===== src/rtl/hazard_scoreboard_pkg.sv =====
// Shared defaults and latency encodings for the ID-stage hazard scoreboard.
package hazard_scoreboard_pkg;

  localparam int NREG_DEF = 32;
  localparam int AW_DEF   = 5;
  localparam int LW_DEF   = 3;
  localparam int BYP_DEF  = 1;

  // Cycles until a result reaches ID-stage forwarding
  localparam int LAT_ALU  = 1;
  localparam int LAT_LOAD = 2;
  localparam int LAT_SC   = 2;

endpackage


===== src/rtl/hazard_scoreboard_if.sv =====
// Issue/ID/mult-div request bundle and stall responses of the hazard scoreboard.
interface hazard_scoreboard_if
  import hazard_scoreboard_pkg::*;
#(
  parameter int AW = AW_DEF,
  parameter int LW = LW_DEF
) ();

  logic          issue_valid;
  logic          issue_wreg;
  logic [AW-1:0] issue_rd;
  logic [LW-1:0] issue_lat;
  logic          flush;
  logic [AW-1:0] id_rs;
  logic [AW-1:0] id_rt;
  logic          id_rs_used;
  logic          id_rt_used;
  logic          id_is_branch;
  logic          id_uses_hilo;
  logic          md_issue;
  logic          md_done;
  logic          perf_clr;
  logic          stall;
  logic          stall_data;
  logic          stall_br;
  logic          stall_hilo;
  logic [31:0]   stall_cycles;

  modport master (
    output issue_valid, issue_wreg, issue_rd, issue_lat, flush,
           id_rs, id_rt, id_rs_used, id_rt_used, id_is_branch, id_uses_hilo,
           md_issue, md_done, perf_clr,
    input  stall, stall_data, stall_br, stall_hilo, stall_cycles
  );

  modport slave (
    input  issue_valid, issue_wreg, issue_rd, issue_lat, flush,
           id_rs, id_rt, id_rs_used, id_rt_used, id_is_branch, id_uses_hilo,
           md_issue, md_done, perf_clr,
    output stall, stall_data, stall_br, stall_hilo, stall_cycles
  );

endinterface


===== src/rtl/hazard_sb_cell.sv =====
// One register's result countdown: load with max(decremented, latency), count down, flag nonzero.
module hazard_sb_cell #(
  parameter int LW = 3
) (
  input  logic          clk,
  input  logic          rst_n,
  input  logic          load,
  input  logic [LW-1:0] lat,
  output logic [LW-1:0] cnt,
  output logic          busy
);

  logic [LW-1:0] cnt_q;
  logic [LW-1:0] cnt_d;
  logic [LW-1:0] dec;

  // A younger write never shortens the wait left by an older in-flight one
  always_comb begin
    dec   = (cnt_q != '0) ? cnt_q - 1'b1 : '0;
    cnt_d = dec;
    if (load && (lat > dec)) begin
      cnt_d = lat;
    end
  end

  always_ff @(posedge clk or negedge rst_n) begin
    if (!rst_n) begin
      cnt_q <= '0;
    end else begin
      cnt_q <= cnt_d;
    end
  end

  assign cnt  = cnt_q;
  assign busy = (cnt_q != '0);

endmodule


===== src/rtl/hazard_scoreboard.sv =====
// ID-stage hazard scoreboard: per-GPR result countdowns, HI/LO busy flag and a stall counter.
module hazard_scoreboard
  import hazard_scoreboard_pkg::*;
#(
  parameter int NREG = NREG_DEF,
  parameter int AW   = AW_DEF,
  parameter int LW   = LW_DEF,
  parameter int BYP  = BYP_DEF
) (
  input  logic                clk,
  input  logic                rst_n,
  hazard_scoreboard_if.slave  bus
);

  logic [NREG-1:0][LW-1:0] cnt;
  logic [NREG-1:0]         busy;
  logic                    accept;
  logic [LW-1:0]           rs_cnt;
  logic [LW-1:0]           rt_cnt;
  logic                    rs_live;
  logic                    rt_live;
  logic                    stall_data;
  logic                    stall_br;
  logic                    stall_hilo;
  logic                    stall;
  logic                    hilo_busy_q;
  logic                    hilo_busy_d;
  logic [31:0]             stall_cycles_q;
  logic [31:0]             stall_cycles_d;

  assign cnt[0]  = '0;
  assign busy[0] = 1'b0;

  assign accept = bus.issue_valid & bus.issue_wreg & (bus.issue_rd != '0) &
                  ~bus.flush & ~stall;

  for (genvar r = 1; r < NREG; r++) begin : g_cell
    hazard_sb_cell #(.LW(LW)) u_cell (
      .clk   (clk),
      .rst_n (rst_n),
      .load  (accept && (bus.issue_rd == AW'(r))),
      .lat   (bus.issue_lat),
      .cnt   (cnt[r]),
      .busy  (busy[r])
    );
  end

  // Stalls are gated by rst_n so they drop the moment reset asserts
  always_comb begin
    rs_cnt     = cnt[bus.id_rs];
    rt_cnt     = cnt[bus.id_rt];
    rs_live    = bus.id_rs_used && (bus.id_rs != '0);
    rt_live    = bus.id_rt_used && (bus.id_rt != '0);
    stall_data = 1'b0;
    stall_br   = 1'b0;
    stall_hilo = 1'b0;
    if (bus.id_is_branch) begin
      stall_br = (rs_live && busy[bus.id_rs]) || (rt_live && busy[bus.id_rt]);
    end else begin
      stall_data = (rs_live && (rs_cnt > LW'(BYP))) || (rt_live && (rt_cnt > LW'(BYP)));
    end
    stall_hilo = bus.id_uses_hilo && hilo_busy_q && !bus.md_done;
    stall      = rst_n && (stall_data || stall_br || stall_hilo);
    stall_data = rst_n && stall_data;
    stall_br   = rst_n && stall_br;
    stall_hilo = rst_n && stall_hilo;
  end

  // md_issue wins over md_done so back-to-back mult/div keeps HI/LO busy
  always_comb begin
    hilo_busy_d = hilo_busy_q;
    if (bus.md_issue) begin
      hilo_busy_d = 1'b1;
    end else if (bus.md_done) begin
      hilo_busy_d = 1'b0;
    end
    stall_cycles_d = stall_cycles_q;
    if (bus.perf_clr) begin
      stall_cycles_d = '0;
    end else if (stall && (stall_cycles_q != '1)) begin
      stall_cycles_d = stall_cycles_q + 32'd1;
    end
  end

  always_ff @(posedge clk or negedge rst_n) begin
    if (!rst_n) begin
      hilo_busy_q    <= 1'b0;
      stall_cycles_q <= '0;
    end else begin
      hilo_busy_q    <= hilo_busy_d;
      stall_cycles_q <= stall_cycles_d;
    end
  end

  assign bus.stall        = stall;
  assign bus.stall_data   = stall_data;
  assign bus.stall_br     = stall_br;
  assign bus.stall_hilo   = stall_hilo;
  assign bus.stall_cycles = stall_cycles_q;

endmodule


===== src/flat_wrapper.sv =====
// flat-port wrapper written by rule: the top's interface ports become plain ports
module hazard_scoreboard_flat import hazard_scoreboard_pkg::*;
#(
  parameter int NREG = NREG_DEF,
  parameter int AW   = AW_DEF,
  parameter int LW   = LW_DEF,
  parameter int BYP  = BYP_DEF
)
  (clk, rst_n, bus_issue_valid, bus_issue_wreg, bus_issue_rd, bus_issue_lat, bus_flush, bus_id_rs, bus_id_rt, bus_id_rs_used, bus_id_rt_used, bus_id_is_branch, bus_id_uses_hilo, bus_md_issue, bus_md_done, bus_perf_clr, bus_stall, bus_stall_data, bus_stall_br, bus_stall_hilo, bus_stall_cycles);
  hazard_scoreboard_if #(.AW(AW), .LW(LW)) bus_i ();
  input  logic clk;
  input  logic rst_n;
  input wire logic [$bits(bus_i.issue_valid)-1:0] bus_issue_valid;
  input wire logic [$bits(bus_i.issue_wreg)-1:0] bus_issue_wreg;
  input wire logic [$bits(bus_i.issue_rd)-1:0] bus_issue_rd;
  input wire logic [$bits(bus_i.issue_lat)-1:0] bus_issue_lat;
  input wire logic [$bits(bus_i.flush)-1:0] bus_flush;
  input wire logic [$bits(bus_i.id_rs)-1:0] bus_id_rs;
  input wire logic [$bits(bus_i.id_rt)-1:0] bus_id_rt;
  input wire logic [$bits(bus_i.id_rs_used)-1:0] bus_id_rs_used;
  input wire logic [$bits(bus_i.id_rt_used)-1:0] bus_id_rt_used;
  input wire logic [$bits(bus_i.id_is_branch)-1:0] bus_id_is_branch;
  input wire logic [$bits(bus_i.id_uses_hilo)-1:0] bus_id_uses_hilo;
  input wire logic [$bits(bus_i.md_issue)-1:0] bus_md_issue;
  input wire logic [$bits(bus_i.md_done)-1:0] bus_md_done;
  input wire logic [$bits(bus_i.perf_clr)-1:0] bus_perf_clr;
  output wire logic [$bits(bus_i.stall)-1:0] bus_stall;
  output wire logic [$bits(bus_i.stall_data)-1:0] bus_stall_data;
  output wire logic [$bits(bus_i.stall_br)-1:0] bus_stall_br;
  output wire logic [$bits(bus_i.stall_hilo)-1:0] bus_stall_hilo;
  output wire logic [$bits(bus_i.stall_cycles)-1:0] bus_stall_cycles;
  assign bus_i.issue_valid = bus_issue_valid;
  assign bus_i.issue_wreg = bus_issue_wreg;
  assign bus_i.issue_rd = bus_issue_rd;
  assign bus_i.issue_lat = bus_issue_lat;
  assign bus_i.flush = bus_flush;
  assign bus_i.id_rs = bus_id_rs;
  assign bus_i.id_rt = bus_id_rt;
  assign bus_i.id_rs_used = bus_id_rs_used;
  assign bus_i.id_rt_used = bus_id_rt_used;
  assign bus_i.id_is_branch = bus_id_is_branch;
  assign bus_i.id_uses_hilo = bus_id_uses_hilo;
  assign bus_i.md_issue = bus_md_issue;
  assign bus_i.md_done = bus_md_done;
  assign bus_i.perf_clr = bus_perf_clr;
  assign bus_stall = bus_i.stall;
  assign bus_stall_data = bus_i.stall_data;
  assign bus_stall_br = bus_i.stall_br;
  assign bus_stall_hilo = bus_i.stall_hilo;
  assign bus_stall_cycles = bus_i.stall_cycles;
  hazard_scoreboard #(.NREG(NREG), .AW(AW), .LW(LW), .BYP(BYP)) u_core (.clk(clk), .rst_n(rst_n), .bus(bus_i));
endmodule

===== config.mk =====
export PLATFORM = sky130hd
export DESIGN_NAME = hazard_scoreboard_flat
export DESIGN_NICKNAME = d
export VERILOG_FILES = /design/src/rtl/hazard_scoreboard_pkg.sv /design/src/rtl/hazard_scoreboard_if.sv /design/src/rtl/hazard_sb_cell.sv /design/src/rtl/hazard_scoreboard.sv /design/src/flat_wrapper.sv
export SDC_FILE = /design/constraint.sdc
export NUM_CORES = 1
export LEC_CHECK = 0
export ABC_AREA = 1
export BUFFER_PORTS_ARGS = -buffer_cell sky130_fd_sc_hd__buf_4
export CAP_MARGIN = 20
export CORE_AREA = 5 5 156 158
export CTS_CLUSTER_DIAMETER = 80
export CTS_CLUSTER_SIZE = 14
export DETAILED_ROUTE_END_ITERATION = 10
export DIE_AREA = 0 0 161 163
export PLACE_DENSITY = 0.68
export SKIP_LAST_GASP = 1
export SYNTH_ARGS = -nofsm -noshare
export SYNTH_HDL_FRONTEND = slang
export SYNTH_SLANG_ARGS = --single-unit

===== constraint.sdc =====
create_clock -name clk -period 2.6 [get_ports clk]
set_input_delay 0.13 -clock clk [delete_from_list [all_inputs] [get_ports clk]]
set_output_delay 0.13 -clock clk [all_outputs]
set_load 0.1 [all_outputs]

# Word-level counts from Yosys, hierarchy flattened
# Index checks and enable logic that the tools add are counted.
# word_totals
ff_bits,126
inputBits,30
output_inout_bits,36
word_cells,330
# op_classes
n_addsub,32
order_cmp,35
eq_ne,32
muxes,76
bitwise,6
reduce_logical,116
# op_table
op,n
2-to-1 mux 3 bit,64
greater-than comparator 3 bit,31
nonzero test 3 bit,31
subtractor 3 x 1 -> 3 bit (second input constant),31
== test 5 bit (second input constant),16
logical AND 1 bit,75
2-to-1 mux 32 bit,2
== test 5 x 4 -> 1 bit (second input constant),8
adder 32 x 1 -> 32 bit (second input constant),1
!= test 32 bit (second input constant),1
binary-select mux 3 bit (select 5 bit),2
== test 5 x 3 -> 1 bit (second input constant),4
nonzero test 5 bit,3
less-than comparator 5 x 6 -> 1 bit (second input constant),2
binary-select mux 1 bit (select 5 bit),2
== test 5 x 2 -> 1 bit (second input constant),2
greater-than comparator 3 x 1 -> 1 bit (second input constant),2
2-to-1 mux 1 bit,6
== test 5 x 1 -> 1 bit (second input constant),1
bitwise AND 1 bit,4
logical OR 1 bit,4
nonzero test 2 bit,2
inverter 1 bit,2
zero test 1 bit,1

# Logic depth before layout (Yosys ltp)
# Gate-level depths: netlist of run 1.
# depth
ltp_word,14
depth_mapped,21

# Cells and area by module
# A second synthesis of run 1 with hierarchy kept.
# unflattened
hier_cells,1790
area_unflattened_um2,12002.8
# modules_own_cells
mod,n_inst,cells_per_inst,area_each_um2,seq_area_each_um2
hazard_sb_cell,31,35,256.5,75.1
hazard_scoreboard,1,705,4051.4,825.8

# Worst setup path before layout of run 1
# No wires, ideal clock.
# synth_timing
path_type,reg-to-reg
start,"register u_core.stall_cycles_q[0], in the netlist u_core.bus.stall_cycles[0]"
end,"register u_core.stall_cycles_q[0], in the netlist u_core.bus.stall_cycles[0]"
setup_time_ns,0.121
arrival_time_ns,2.754
t_required_ns,2.479
path_slack_ns,-0.275
stages_incl_launch_ff,14
period_less_slack_ns,2.875
path_cell_list,dfrtp_1 ha_1 nand3_1 nor2_1 inv_1 nor2_1 inv_1 nor2_1 nand2_1 nand2_2 nand2_2 buf_2 nand2_1 nand2_1
# synth_between
elab_chain_cells,3
word_cells_on_any_way,6
# synth_lines
item,line_no,rtl
start: declaration,hazard_scoreboard.sv:28,logic [31:0] stall_cycles_q;
start signal: assignment,hazard_scoreboard.sv:91,stall_cycles_q <= stall_cycles_d;
adder 32 x 1 -> 32 bit or != test 32 bit (tied branches),"hazard_scoreboard.sv:81, hazard_scoreboard.sv:80",
2-to-1 mux 32 bit or logical AND 1 bit (tied branches),hazard_scoreboard.sv:80,end else if (stall && (stall_cycles_q != '1)) begin
2-to-1 mux 32 bit or nonzero test 2 bit (tied branches),-,
# Parallel ways exist; a longest one is shown, timed or not. The select of a mux whose other input is x is not followed.
# A chain may end at the register's enable or synchronous reset.

# Worst setup path in the final report of run 1
# layout_timing
start,register u_core.g_cell[20].u_cell.cnt_q[2]
end,output port bus_stall_data
# layout_between
elab_chain_cells,7
word_cells_on_any_way,11
# layout_lines
item,line_no,rtl
start: declaration,hazard_sb_cell.sv:13,logic [LW-1:0] cnt_q;
start signal: assignment,hazard_sb_cell.sv:30,cnt_q <= cnt_d;
"binary-select mux 3 bit (select 5 bit), on equally long branches","hazard_scoreboard.sv:50, hazard_scoreboard.sv:51",
"2-to-1 mux 3 bit, on equally long branches","hazard_scoreboard.sv:50, hazard_scoreboard.sv:51",
greater-than comparator 3 x 1 -> 1 bit,hazard_scoreboard.sv:60,stall_data = (rs_live && (rs_cnt > LW'(BYP))) || (rt_live && (rt_cnt > LW'(BYP)));
logical AND 1 bit,hazard_scoreboard.sv:60,
logical OR 1 bit (*),hazard_scoreboard.sv:60,
2-to-1 mux 1 bit (*),hazard_scoreboard.sv:57,if (bus.id_is_branch) begin
logical AND 1 bit (*),hazard_scoreboard.sv:64,stall_data = rst_n && stall_data;
end: declaration,flat_wrapper.sv:28,output wire logic [$bits(bus_i.stall_data)-1:0] bus_stall_data;
# Mark *: on every way between the ends. The rest lies on a longest branch, timed or not. The select of a mux whose other input is x is not followed.

==> impl_metrics.ini, run 1 <==
[floorplan]
dieArea_sq_um = 26200
num_rows = 56
start_util_pct = 48.6
fp.dieH_um = 163
die_w_um = 161
ios = 66
core_sq_um = 23000

[detailed_routing]
wire_per_inst_um = 17.8
drc_errors = 0
drt-initial-drc-count = 1269
postRouteAntennaNets = 0
route.vias.total = 11900
firstDrtPassIters = 8
wirelength_mm = 36.2
via_per_inst = 5.84

[timing]
period_minus_slack_ns = 2.49
hold_violations = 0
max_freq_ghz = 0.402
drv_slew = 0
timing.hold.ws_ns = 0.115
setup_viol = 0
min_period_over_period_pct = 95.7
slew_headroom_pct = 55.3
clock-skew-final_ns = 0.0198
tightest_slew_ns = 0.671
setup_ws_ns = 0.111

[critical_path]
crit_arrival_ns = 2.36
r2r_cells = 14
rrSetupSlack_ns = 0.14
crit_chain = nor2_1, o21ai_0, nand2_1, nand4_1, nand2_1, nand3_1, nand3_2, nand2_1, nand2_2, inv_1, buf_4
cp.required_ns = 2.47
end_kind = output pin
worstPathMaxFanout = 5
worst_path_max_delay_cell = dfrtp_1
cpPeakStageDelay_ns = 0.47
cp-start-kind = register
critPathMostFrequentCell = nand2_1
path_class = register to output pin

[power]
seqPwrFrac_pct = 37.6
p_leak_nw = 6.63
swShare_pct = 30.8
irDropWorstVdd_uv = 299
p_sw_mw = 1.64
powerDensity_nw_per_um2 = 417
power.share.clock_pct = 44.7
total_power_mw = 5.31
combPwrFrac_pct = 17.7
p_int_mw = 3.68

[logic_synthesis]
async_reset_ff_share_pct = 100
synth.yosys.seq_area_share_pct = 28.2
synth_cells = 1660
ys_seq_elements = 126
synth_cell_type_count = 33
synth-edff-count = 0
synthFlopType = dfrtp_1
synth-warning-count = 0
postSynthNetCount = 1784
syn_area_sq_um = 11200
avgSynthCellArea_sq_um = 6.73

[clocking]
clock_latency_ns = 0.44
numCtsBuffers = 17
cts_tree = yes
cts.clk_slew.worst_paths_ns = 0.06
root_buffer = clkbuf_16
cts.sinks = 126
h-tree-depth = 4
clk_path_buf_depth = 2

[cells_and_area]
mostFrequentLayoutCells = 377 x nand2_1, 262 x nand3_1, 167 x nor2_1
drive_gt1_share_pct = 9.43
areaGrowthSynthToFinish_pct = 14.0
fillers = 2182
antennaDiodeCount = 0
layout_commonest_cell = nand2_1
nNetsFinal = 1851

[global_route]
grt_pass1_vias = 11100
grt_usage_pct = 26.9
grt_pass1_wl_mm = 57.8
grt_max_degree = 55
grt_overflow = 0
antenna_found_initial = 0

[run]
maxCapViolCount = 0

[place]
io_buffers = 65
globalplace.congestion = 0.964
dp_slack_ns = 0.165
dp_hpwl_mm = 25.5

[hold_path]
hold_path.class = input pin to async pin

[status]
status = completed
## power groups by stage
stage	clock (mW)	combinational (mW)	sequential (mW)
global route	2.49	1.03	2.00
CTS	2.41	0.895	2.00
detailed placement	0	0.886	2.03
finish	2.38	0.939	2.00
floorplan	0	0.530	2.07
global placement	0	0.869	2.03
## layout make-up
type                    count  area, sq um  area share [%]
multi-input cells        1302         7050            55.3
flip-flops and latches    126         3160            24.8
repair buffers            107          947            7.43
inverters                 173          649            5.10
clock buffers              18          429            3.37
well taps                 290          363            2.85
clock inverters            14          143            1.12
## metrics by stage
step / util (%) / instances / instance area, sq um / TNS (ns)
finish: 55.4 / 2030 / 12700 / 0
global route: 55.4 / 2030 / 12700 / -0.0591
CTS: 54.8 / 2022 / 12600 / 0
detailed placement: 52.2 / 1987 / 12000 / 0
global placement: 52.2 / 1987 / 12000 / 0
floorplan: - / 1660 / 11200 / 0
## registers in the layout, indices dropped and copies added (netlist names)
name	flops
u_core.g_cell.u_cell.cnt	93
u_core.bus.stall_cycles	32
u_core.hilo_busy_q	1
## cells by family after synthesis
group | Yosys count | share of synthesized area [%]
AOI/OAI and AO/OA | 268 | 14.5
buffers and inverters | 232 | 8.90
DFF | 126 | 28.2
adders and majority gates | 94 | 10.5
and+or+nand+nor | 910 | 35.5
xor gates and xnor gates | 30 | 2.35
## worst max-delay path, delay by kind of cell, from the launching register on
family                 cells  cell delay, ns
buffers and inverters      2            0.43
AOI/OAI and AO/OA          1            0.28
and+or+nand+nor            8            0.74
DFF                        1            0.47
## Yosys cell counts (2+ instances only)
master      n  area share, %
clkbuf_1   19           0.64
nand4_1    48            2.7
o21ai_0    66            3.0
xnor2_1    18            1.4
a21boi_0    4           0.27
o21ai_1     2          0.090
or2_2       3           0.17
o21bai_1   95            6.4
buf_6      11            1.1
buf_1       2          0.067
and2_1      2           0.11
o31ai_1     2           0.13
inv_1     165            5.5
nor3_1     26            1.2
nor4_1      7           0.39
nor2_1    173            5.8
buf_2      24            1.1
inv_2       8           0.27
nand3_1   263             12
a21oi_1    92            4.1
o211ai_1    3           0.20
nor3b_1     4           0.27
buf_4       3           0.20
dfrtp_1   126             28
ha_1       94             11
nand2_2     5           0.28
xor2_1     12           0.94
nand2_1   377             13
a311oi_1    2           0.16
## path summary, 6_finish.rpt
path	start	to
min reg2reg	u_core.bus.stall_cycles[27]	u_core.bus.stall_cycles[27]
min in group clk	bus_issue_lat[1]	u_core.g_cell[25].u_cell.cnt[1]
min	rst_n	u_core.g_cell[18].u_cell.cnt[2]
max in group asynchronous	rst_n	u_core.g_cell[10].u_cell.cnt[2]
max	u_core.g_cell[20].u_cell.cnt[2]	bus_stall_data
max reg2reg	u_core.g_cell[2].u_cell.cnt[2]	u_core.g_cell[17].u_cell.cnt[0]
## layer usage
layer  GRT usage (%)  vias to the layer above  share of wire [%]
li1                -                     5722                  -
met1            37.7                     5568                 44
met2            43.5                      505                 46
met3            3.82                       68                7.5
met4            7.91                        0                2.4
met5               0                        -                  0
## repair_timing
| action | 4_1_cts | 5_1_grt |
|---|---|---|
| gates resized for setup | 0 | 12 |
| endpoints found under the hold margin | 83 | 0 |
| setup endpoints to repair | 0 | 99 |
| hold buffers | 3 | 0 |
| buffers inserted | 0 | 6 |
Power figures use the tool's default switching activity.
==> run 2, diff against run 1 <==
--- a/config.mk
+++ b/config.mk
@@ -14,6 +14,7 @@
 export DETAILED_ROUTE_END_ITERATION = 10
 export DIE_AREA = 0 0 161 163
 export PLACE_DENSITY = 0.68
+export RECOVER_POWER = 25
 export SKIP_LAST_GASP = 1
 export SYNTH_ARGS = -nofsm -noshare
 export SYNTH_HDL_FRONTEND = slang
==> run 2 against run 1 <==
The flow now finishes with violations (max-capacitance violations, max-slew violations). Flip-flop and latch count stayed put. Clock skew about the same. Clock power is essentially flat. Sequential share of layout area is essentially flat. Critical path type unchanged. Largest power group unchanged.
==> impl_metrics.ini, run 2 (synthesis gave the netlist of run 1 again) <==
[detailed_routing]
wire_per_inst_um = 17.8
route.vias.total = 11800
via_per_inst = 5.83
wirelength_mm = 36.1
postRouteAntennaNets = 0
firstDrtPassIters = 6
drc_errors = 0
drt-initial-drc-count = 1247

[timing]
clock-skew-final_ns = 0.0194
max_freq_ghz = 0.403
hold_violations = 0
min_period_over_period_pct = 95.4
setup_viol = 0
tightest_slew_ns = 1.50
tns_ns = 0
slew_headroom_pct = -0.230
drv_slew = 27
period_minus_slack_ns = 2.48

[cells_and_area]
multi_input_area_sq_um = 7050
mostFrequentLayoutCells = 377 x nand2_1, 262 x nand3_1, 167 x nor2_1
layout_commonest_cell = nand2_1
fillers = 2184
antennaDiodeCount = 0
largest_reg_flops = 93
drive_gt1_share_pct = 9.37
ff_latch_area_sq_um = 3160
nNetsFinal = 1851
areaGrowthSynthToFinish_pct = 14.0
postLayoutCoreUtil_pct = 55.4

[floorplan]
core_sq_um = 23000
dieArea_sq_um = 26200
fp.dieH_um = 163
die_w_um = 161
ios = 66
num_rows = 56
start_util_pct = 48.6

[global_route]
busiest_layer = met2
grt_pass1_wl_mm = 57.8
use_met1_pct = 37.7
grt_max_degree = 55
grt_overflow = 0
antenna_found_initial = 0
grt_usage_pct = 26.9
gr-usage-met3_pct = 3.82
grt_pass1_vias = 11100
gr-usage-met2_pct = 43.5

[status]
violations = max-capacitance violations, max-slew violations
status = finished, violations left

[power]
p_leak_nw = 6.62
irDropWorstVdd_uv = 298
total_power_mw = 5.31
powerDensity_nw_per_um2 = 417

[critical_path]
worstPathMaxFanout = 5
rrSetupSlack_ns = 0.13
crit_arrival_ns = 2.35
end_kind = output pin
cp-start-kind = register
path_class = register to output pin
rr_startpoint = u_core.g_cell[2].u_cell.cnt[1]
cp.required_ns = 2.47
critPathLaunch = u_core.g_cell[20].u_cell.cnt[2]

[hold_path]
hold_path.class = input pin to async pin

[clocking]
cts.sinks = 126
cts_tree = yes
h-tree-depth = 4
clk_path_buf_depth = 2
root_buffer = clkbuf_16
clock_latency_ns = 0.44
cts.clk_slew.worst_paths_ns = 0.06
numCtsBuffers = 17

[run]
maxCapViolCount = 1

[place]
io_buffers = 65
globalplace.congestion = 0.964
dp_hpwl_mm = 25.5
## run 2: cell types whose count changed in the layout (fill, tap and decap cells not counted), sizes merged
cell,change
buf,-2
clkbuf,+2
## run 2: layer usage
layer | wire length [um] | share of wire, % | up-vias
li1 | - | - | 5722
met2 | 16600 | 46 | 507
met3 | 2690 | 7.4 | 62
met5 | 0 | 0 | -
met4 | 809 | 2.2 | 0
met1 | 16100 | 45 | 5540
## run 2: area by class of cell
class                   instances  area share [%]
clock buffers                  18            3.37
flip-flops and latches        126            24.8
well taps                     290            2.85
multi-input cells            1302            55.4
inverters                     173            5.10
repair buffers                107            7.39
clock inverters                14            1.12
## run 2: power breakdown
group / internal, mW / switching [mW] / total (mW)
clock: 1.41 / 0.968 / 2.38
combinational: 0.289 / 0.648 / 0.938
sequential: 1.98 / 0.0186 / 2.00
total: 3.68 / 1.63 / 5.31
## run 2: timing repair
item                                    CTS  global route
endpoints found under the setup margin    0            99
setup buffers                             0             6
hold buffers                              3             0
endpoints found under the hold margin    83             0
gates resized for setup                   0            12
## run 2: worst paths after layout
check,to,cells after the start
max,bus_stall_data,11
min,u_core.g_cell[17].u_cell.cnt[2],2
max reg2reg,u_core.g_cell[17].u_cell.cnt[0],15
min reg2reg,u_core.bus.stall_cycles[27],2
max in group asynchronous,u_core.bus.stall_cycles[2],3
min in group clk,u_core.g_cell[25].u_cell.cnt[1],3
## run 2: worst max-delay path: stages (launching register included)
cell and delay, ns:
dfrtp_1 0.47, nor2_1 0.10, o21ai_0 0.27, nand2_1 0.10, nand4_1 0.12, nand2_1 0.06
nand3_1 0.08, nand3_2 0.10, nand2_1 0.08, nand2_2 0.08, inv_1 0.12, buf_4 0.31
## run 2: stage by stage
step | instances | hold WS (ns) | cell area, sq um | setup WS, ns
finish | 2030 | 0.113 | 12700 | 0.119
floorplan | 1660 | -0.166 | 11200 | 0.0770
global route | 2030 | 0.117 | 12700 | -0.0134
CTS | 2022 | 0.117 | 12600 | 0.0196
detailed placement | 1987 | -0.0312 | 12000 | 0.165
global placement | 1987 | -0.0323 | 12000 | 0.161
